`config.mk`:
```
export PLATFORM = sky130hd
export DESIGN_NAME = gate_selftest
export DESIGN_NICKNAME = d
export VERILOG_FILES = /design/src/rtl/gate_selftest_pkg.sv /design/src/rtl/gate_selftest_expect.sv /design/src/rtl/gate_selftest.sv
export SDC_FILE = /design/constraint.sdc
export NUM_CORES = 1
export LEC_CHECK = 0
export BUFFER_PORTS_ARGS = -buffer_cell sky130_fd_sc_hd__buf_2
export CAP_MARGIN = 20
export CORE_MARGIN = 2
export CORE_UTILIZATION = 54
export CTS_CLUSTER_DIAMETER = 100
export DETAILED_ROUTE_END_ITERATION = 8
export GPL_TIMING_DRIVEN = 0
export PLACE_DENSITY = 0.78
export SYNTH_ARGS = -nofsm -noshare
export SYNTH_HDL_FRONTEND = slang
export SYNTH_SLANG_ARGS = --single-unit
```
`constraint.sdc`:
```
create_clock -name clk -period 2 [get_ports clk]
set_input_delay 0.4 -clock clk [delete_from_list [all_inputs] [get_ports clk]]
set_output_delay 0.4 -clock clk [all_outputs]
set_load 0.01 [all_outputs]
```
`src/rtl/gate_selftest_pkg.sv`:
```
// rtl/gate_selftest_pkg.sv - shared FSM states, err_mask bit indices and vector count
package gate_selftest_pkg;

   localparam int NUM_VECTORS = 4;
   localparam int NUM_GATES   = 7;
   localparam int VIDX_W      = 2;
   localparam int CNT_W       = 3;

   localparam int ERR_AND  = 0;
   localparam int ERR_OR   = 1;
   localparam int ERR_NOT  = 2;
   localparam int ERR_XOR  = 3;
   localparam int ERR_XNOR = 4;
   localparam int ERR_NOR  = 5;
   localparam int ERR_NAND = 6;

   typedef enum logic [1:0] {
      ST_IDLE  = 2'd0,
      ST_APPLY = 2'd1,
      ST_CHECK = 2'd2,
      ST_DONE  = 2'd3
   } state_t;

endpackage

```
`src/rtl/gate_selftest_expect.sv`:
```
// rtl/gate_selftest_expect.sv - reference truth values of the seven gates for one operand pair
module gate_expect
   import gate_selftest_pkg::*;
(
   input  logic                 a,
   input  logic                 b,
   output logic [NUM_GATES-1:0] exp_bits
);

   always_comb begin
      exp_bits           = '0;
      exp_bits[ERR_AND]  = a & b;
      exp_bits[ERR_OR]   = a | b;
      exp_bits[ERR_NOT]  = ~a;
      exp_bits[ERR_XOR]  = a ^ b;
      exp_bits[ERR_XNOR] = ~(a ^ b);
      exp_bits[ERR_NOR]  = ~(a | b);
      exp_bits[ERR_NAND] = ~(a & b);
   end

endmodule

```
`src/rtl/gate_selftest.sv`:
```
// rtl/gate_selftest.sv - walks the four operand pairs through an external gate block and logs miscompares
module gate_selftest
   import gate_selftest_pkg::*;
#(
   parameter int unsigned SETTLE_CYC = 2
)
(
   input  logic                 clk,
   input  logic                 rst_n,
   input  logic                 start,
   output logic                 a_o,
   output logic                 b_o,
   input  logic                 and_i,
   input  logic                 or_i,
   input  logic                 not_i,
   input  logic                 xor_i,
   input  logic                 xnor_i,
   input  logic                 nor_i,
   input  logic                 nand_i,
   output logic                 busy,
   output logic                 done,
   output logic                 pass,
   output logic [NUM_GATES-1:0] err_mask,
   output logic [CNT_W-1:0]     err_count
);

   state_t                 state;
   state_t                 state_nxt;
   logic [VIDX_W-1:0]      vec_idx;
   logic [3:0]             settle_cnt;
   logic [NUM_GATES-1:0]   exp_bits;
   logic [NUM_GATES-1:0]   obs_bits;
   logic [NUM_GATES-1:0]   miss;
   logic                   settle_last;
   logic                   vec_last;

   // Expected values come from the registered operands, so they are stable for the whole vector.
   gate_expect u_expect (
      .a        (a_o),
      .b        (b_o),
      .exp_bits (exp_bits)
   );

   always_comb begin
      obs_bits           = '0;
      obs_bits[ERR_AND]  = and_i;
      obs_bits[ERR_OR]   = or_i;
      obs_bits[ERR_NOT]  = not_i;
      obs_bits[ERR_XOR]  = xor_i;
      obs_bits[ERR_XNOR] = xnor_i;
      obs_bits[ERR_NOR]  = nor_i;
      obs_bits[ERR_NAND] = nand_i;
   end

   assign miss        = obs_bits ^ exp_bits;
   assign settle_last = (settle_cnt == 4'(SETTLE_CYC - 1));
   assign vec_last    = (vec_idx == VIDX_W'(NUM_VECTORS - 1));

   always_ff @(posedge clk or negedge rst_n) begin
      if (!rst_n) begin
         state <= ST_IDLE;
      end else begin
         state <= state_nxt;
      end
   end

   always_comb begin
      state_nxt = state;
      case (state)
         ST_IDLE:  if (start) state_nxt = ST_APPLY;
         ST_APPLY: if (settle_last) state_nxt = ST_CHECK;
         ST_CHECK: state_nxt = vec_last ? ST_DONE : ST_APPLY;
         ST_DONE:  state_nxt = ST_IDLE;
         default:  state_nxt = ST_IDLE;
      endcase
   end

   // busy/done are loaded from the next state so they line up with the state register.
   always_ff @(posedge clk or negedge rst_n) begin
      if (!rst_n) begin
         vec_idx    <= '0;
         settle_cnt <= '0;
         a_o        <= 1'b0;
         b_o        <= 1'b0;
         busy       <= 1'b0;
         done       <= 1'b0;
         pass       <= 1'b0;
         err_mask   <= '0;
         err_count  <= '0;
      end else begin
         busy <= (state_nxt != ST_IDLE);
         done <= (state_nxt == ST_DONE);
         case (state)
            ST_IDLE: begin
               if (start) begin
                  vec_idx    <= '0;
                  settle_cnt <= '0;
                  a_o        <= 1'b0;
                  b_o        <= 1'b0;
                  pass       <= 1'b0;
                  err_mask   <= '0;
                  err_count  <= '0;
               end
            end
            ST_APPLY: begin
               settle_cnt <= settle_last ? 4'd0 : settle_cnt + 4'd1;
            end
            ST_CHECK: begin
               err_mask <= err_mask | miss;
               if (|miss) begin
                  err_count <= err_count + CNT_W'(1);
               end
               // pass must already reflect this final vector when done is raised.
               if (vec_last) begin
                  pass <= ((err_mask | miss) == '0);
               end else begin
                  vec_idx      <= vec_idx + VIDX_W'(1);
                  {a_o, b_o}   <= vec_idx + VIDX_W'(1);
               end
               settle_cnt <= '0;
            end
            ST_DONE: begin
               a_o <= 1'b0;
               b_o <= 1'b0;
            end
            default: ;
         endcase
      end
   end

endmodule

```
==> flow_summary.json, run 1 <==
{
  "synthAdderAreaFrac_pct": 5.77,
  "antenna_left": 0,
  "hpwl_mm": 2.04,
  "p_leak_nw": 0.786,
  "end_kind": "flop",
  "overflow": 0,
  "ctsHtreeMaxLevel": 1,
  "drc": 0,
  "grt_util_met3_pct": 2.82,
  "p_sw_share_pct": 42.7,
  "io_pins": 25,
  "cts_buffers": 3,
  "p_int_w": 0.00112,
  "cp_cell_sequence": "inv_1 -> ha_1 -> nor3b_2 -> o21ai_2 -> or2_4 -> o41ai_2",
  "ir_drop_uv": 831,
  "yosys-top-cells-area": "dfrtp_1 (44%), nand2_1 (6.6%), o21ai_0 (6.2%), ha_1 (5.8%), xor2_1 (2.7%)",
  "start_kind": "flop",
  "synth-compound-area-share_pct": 17.7,
  "final_layout_size_suffix_gt1_share_pct": 26.2,
  "relSlewSlack_pct": 64.6,
  "final_area_um2": 1510,
  "cp_max_fo": 6,
  "crit_slowest_cell": "dfrtp_2",
  "clockBufferDepth": 2,
  "synth_top_area_share_pct": 44.2,
  "syn_to_final_growth_pct": 16.1,
  "cp.arrival_ns": 2.14,
  "grt_pass1_vias": 1054,
  "finalClockSkew_ns": 0.00369,
  "p_sw_w": 0.000833,
  "synth_seq_cells": 23,
  "die_w_um": 53.1,
  "reg2reg_setup_slack_ns": 0.09,
  "coreArea_um2": 2250,
  "crit_type": "reg2reg",
  "synth_edf_count": 0,
  "cts_hold_buffers": 0,
  "setup_viol": 0,
  "portBuffers": 24,
  "seqPwrFrac_pct": 40.5,
  "fin_util_pct": 67.0,
  "fmax_ghz": 0.522,
  "nets": 185,
  "synth.largest_area_cell": "dfrtp_1",
  "syn-num-nets": 154,
  "status": "completed",
  "die_area_um2": 2820,
  "drtIter0Drc": 29,
  "viasPerCell": 5.51,
  "p_per_area_nw_per_um2": 1290,
  "clk_pin_slew_ns": 0.13,
  "use_met2_pct": 40.4,
  "n_antenna_cell": 0,
  "fin_crit_ns": 1.91,
  "clk_latency_ns": 0.31,
  "cts_tree": "built",
  "initial_utilization_pct": 57.7,
  "async_flop_share_pct": 100,
  "place_area_um2": 1460,
  "synth_mux_area_share_pct": 1.54,
  "synth_xor_area_share_pct": 4.71,
  "cp.required_ns": 2.22,
  "gr-max-usage-layer": "met2",
  "synth.cell_area_um2": 1300,
  "final-max-slew-violation-count": 0,
  "hold_path.class": "in2async",
  "max_stage_delay_ns": 0.44,
  "grtUsageTotal_pct": 22.6,
  "yosysWarnings": 0,
  "wirelength_mm": 2.73,
  "fp.dieH_um": 53.1,
  "dr.pass1.iters": 4,
  "synthSimpleGateAreaFrac_pct": 23.3,
  "grt_pass1_wl_mm": 4.62,
  "reg2reg_from": "a_o",
  "rr_worst_depth": 6,
  "wl_per_cell_um": 13.9,
  "place.gp.congestion": 0.837,
  "vias": 1080,
  "cts-root-buf": "clkbuf_4",
  "final-hold-violation-count": 0,
  "worst_slew_pin_slew_ns": 0.525,
  "comb_power_share_pct": 48.3,
  "seq_area_frac_synth_pct": 44.2,
  "grt_max_degree": 24,
  "synth_common_cells": "dfrtp_1 (23), nand2_1 (23), o21ai_0 (16)",
  "r2r-end": "pass",
  "cts.sinks": 23,
  "fin_crit_sh_pct": 95.7,
  "rows": 17,
  "synth_cells": 138,
  "postSynthAreaPerCell_um2": 9.43,
  "use_met1_pct": 28.2,
  "ys.flop_type": "dfrtp_1",
  "fillers": 203,
  "synth_top_family_by_area": "simple AND/OR/NAND/NOR gates",
  "antenna_found_initial": 0,
  "maxCapViolCount": 0,
  "pwr-share-clk_pct": 11.1,
  "ys_types": 38
}
-- cell type report --
class	count	area, µm²	area share [%]
Clock inverter	1	5.00	0.331
Buffer	5	21.3	1.41
Sequential cell	23	578	38.3
Timing Repair Buffer	26	135	8.95
Multi-Input combinational cell	106	698	46.2
Inverter	4	15.0	0.994
Tap cell	28	35.0	2.32
Clock buffer	3	22.5	1.49
-- cells by family (layout without fill, tap and decap cells) --
kind of cell             after synthesis  count (layout)
AO/OA/AOI/OAI                         35              35
XOR/XNOR                               7               7
adder cells (fa/ha/maj)                6               6
AND/OR/NAND/NOR                       56              56
buffers and inverters                  9              39
multiplexers                           2               2
flip-flops                            23              23
-- worst max path at each step --
stage                              end  from  slack, ns  cells after the start
final                             pass   a_o       0.09                      6
after global routing              pass   a_o      -0.01                      6
after CTS                         pass   a_o       0.04                      6
after detailed placement          pass   a_o       0.02                      6
after global placement    err_count[0]   a_o       0.11                      6
after floorplan           err_count[0]   a_o       0.18                      6
-- timing repair --
action                     in CTS  in global routing
setup buffers                   0                  2
pin swaps                       0                  1
gates resized for setup         1                  3
setup endpoints to repair       2                  2
-- metal layers --
layer,vias to the layer above,wire [µm]
met5,-,0
met2,27,1360
li1,538,-
met3,6,103
met1,509,1220
met4,0,43
-- cell usage in the layout, fill, tap and decap left out, types with 2 or more instances in the layout --
master / netlist / final
nor3_1: 3 / 3
xnor2_1: 3 / 3
nor3b_1: 4 / 3
buf_4: 0 / 2
nor2_1: 9 / 9
clkbuf_4: 0 / 3
a22o_1: 2 / 2
mux2i_1: 2 / 2
a21o_1: 3 / 3
buf_2: 1 / 25
ha_1: 6 / 6
a21oi_1: 3 / 3
o21ai_0: 16 / 16
o211ai_1: 3 / 3
dfrtp_2: 0 / 2
dfrtp_1: 23 / 21
nand2_1: 23 / 23
inv_1: 4 / 4
and3b_1: 2 / 2
nor3b_2: 2 / 3
clkbuf_1: 3 / 3
xor2_1: 4 / 4
nand2b_1: 3 / 3
nor2b_1: 2 / 2
-- state kept, by name (all words and copies together), names as in the netlist --
register / flops
done: 1
busy: 1
b_o: 1
state: 2
pass: 1
settle_cnt: 4
err_count: 3
err_mask: 7
vec_idx: 2
a_o: 1
-- metrics by stage --
step	setup TNS, ns	hold slack [ns]	power [W]	worst slack, ns	std cells
after floorplan	0	0.104	0.00142	0.184	138
after global placement	0	0.397	0.00166	0.113	190
after detailed placement	0	0.405	0.00171	0.0249	190
after CTS	0	0.0485	0.00193	0.0417	194
after global routing	-0.0137	0.0688	0.00215	-0.0137	196
final	0	0.0380	0.00195	0.0861	196
-- critical path, delay by kind of cell (launching register included) --
family | cells | cell delay [ns]
AOI/OAI and AO/OA | 2 | 0.43
buffers and inverters | 1 | 0.07
and+or+nand+nor | 2 | 0.52
adders and majority gates | 1 | 0.36
DFF | 1 | 0.44
-- power groups by stage --
stage	clock network [W]	logic [W]	registers, W
CTS	0.000224	0.000913	0.000791
detailed placement	0	0.000908	0.000799
global placement	0	0.000874	0.000782
global route	0.000242	0.00108	0.000820
floorplan	0	0.000613	0.000812
finish	0.000218	0.000944	0.000792
No activity file was read; power rests on OpenSTA's default activity.
==> run 2, diff against run 1 <==
--- a/config.mk
+++ b/config.mk
@@ -12,7 +12,8 @@
 export CTS_CLUSTER_DIAMETER = 100
 export DETAILED_ROUTE_END_ITERATION = 8
 export GPL_TIMING_DRIVEN = 0
-export PLACE_DENSITY = 0.78
+export PLACE_DENSITY = 0.85
+export SKIP_LAST_GASP = 1
 export SYNTH_ARGS = -nofsm -noshare
 export SYNTH_HDL_FRONTEND = slang
 export SYNTH_SLANG_ARGS = --single-unit
==> flow_summary.json, run 2 (synthesis gave the netlist of run 1 again) <==
{
  "status": "completed",
  "cp_cell_sequence": "inv_1 -> ha_1 -> nor3b_1 -> o21ai_1 -> or2_4 -> a221o_1",
  "cts_tree": "built",
  "end_kind": "flop",
  "io_pins": 25,
  "layout_commonest_cell": "buf_2",
  "hpwl_mm": 2.08,
  "grt_pass1_vias": 1072,
  "path_delay_family": "simple AND/OR/NAND/NOR gates",
  "initial_utilization_pct": 57.7,
  "reg2reg_setup_slack_ns": 0.1,
  "antenna_found_initial": 0,
  "die_area_um2": 2820,
  "fin_tns_setup_ns": 0,
  "fp.dieH_um": 53.1,
  "final_cell_mix": "buf_2 (25), nand2_1 (23), dfrtp_1 (21)",
  "final_layout_size_suffix_gt1_share_pct": 25.0,
  "ir_drop_uv": 932,
  "final-hold-violation-count": 0,
  "cts.sinks": 23,
  "drc": 0,
  "place_area_um2": 1460,
  "max_stage_delay_ns": 0.42,
  "start_kind": "flop",
  "use_met2_pct": 38.3,
  "top_register": "err_mask",
  "p_per_area_nw_per_um2": 1310,
  "cp.arrival_ns": 2.12,
  "final_area_um2": 1500,
  "setup_viol": 0,
  "p_leak_nw": 0.783,
  "relSlewSlack_pct": 66.1,
  "dr.pass1.iters": 4,
  "use_met1_pct": 27.6,
  "rows": 17,
  "vias": 1103,
  "wl_per_cell_um": 13.9,
  "nets": 185,
  "crit_buf_inv": 1,
  "finalClockSkew_ns": 0.0109,
  "die_w_um": 53.1,
  "clk_latency_ns": 0.32,
  "cp_max_fo": 4,
  "crit_type": "reg2reg",
  "overflow": 0,
  "place.gp.congestion": 0.870,
  "gr-max-usage-layer": "met2",
  "maxCapViolCount": 0,
  "largest_reg_flops": 7,
  "drtIter0Drc": 18,
  "fmax_ghz": 0.526,
  "grtUsageTotal_pct": 22.7,
  "crit_slowest_cell": "dfrtp_2",
  "cp.required_ns": 2.22,
  "ctsHtreeMaxLevel": 1,
  "final-max-slew-violation-count": 0,
  "coreArea_um2": 2250,
  "clk_pin_slew_ns": 0.13,
  "clockBufferDepth": 2,
  "cts_buffers": 3,
  "grt_pass1_wl_mm": 4.59,
  "reg_top3": "err_mask x7, settle_cnt x4, err_count x3",
  "cts-root-buf": "clkbuf_4",
  "syn_to_final_growth_pct": 15.4,
  "fin_crit_ns": 1.90,
  "n_antenna_cell": 0,
  "fin_crit_sh_pct": 95.0,
  "worst_slew_pin_slew_ns": 0.509,
  "portBuffers": 24,
  "rsz0062_at_grt": "false",
  "viasPerCell": 5.63,
  "antenna_left": 0,
  "hold_path.class": "in2async",
  "grt_util_met3_pct": 3.67,
  "grt_max_degree": 24,
  "wirelength_mm": 2.72
}
==> run 2: cell type report <==
type                    count  area [µm²]
fillers                   182         753
repair buffers             26         135
flip-flops and latches     23         578
clock inverters             1        5.00
multi-input cells         106         689
clock buffers               3        22.5
plain buffers               5        21.3
well taps                  28        35.0
inverters                   4        15.0
==> run 2: through the flow <==
stage	setup WS (ns)	utilization [%]	instances	hold slack, ns	power (W)
after global routing	0.0124	66.6	196	0.0627	0.00213
after global placement	0.112	64.6	190	0.395	0.00165
after detailed placement	0.0617	64.6	190	0.402	0.00173
final	0.0998	66.6	196	0.0224	0.00196
after floorplan	0.184	-	138	0.104	0.00142
after CTS	0.0329	65.8	194	0.0435	0.00194
==> run 2: per-layer routing <==
metal	vias up	wire length, µm
li1	538	-
met1	524	1220
met2	36	1300
met3	5	152
met4	0	47
met5	-	0
==> run 2: what timing repair did <==
| action | in CTS | in global routing |
|---|---|---|
| hold buffers | 0 | 0 |
| buffers inserted | 0 | 2 |
| setup endpoints to repair | 0 | 2 |
| resized for setup | 0 | 2 |
==> run 2: final timing paths <==
check / start / endpoint / cells after the start
hold / removal: rst_n / err_count[1] / 1
max in group asynchronous: rst_n / a_o / 1
min in group clk: or_i / err_mask[1] / 5
setup / recovery: a_o / err_count[0] / 6
setup reg to reg: a_o / err_count[0] / 6
hold reg to reg: settle_cnt[3] / settle_cnt[3] / 1
==> run 2: power by group <==
part | switching [W] | internal, W
clock network | 0.000145 | 0.0000750
logic | 0.000535 | 0.000414
registers | 0.000166 | 0.000630
==> run 2: worst reg2reg max path: stages, from the launching register on <==
cell and delay (ns):
dfrtp_2 0.42, inv_1 0.05, ha_1 0.35, nor3b_1 0.23
o21ai_1 0.15, or2_4 0.29, a221o_1 0.30
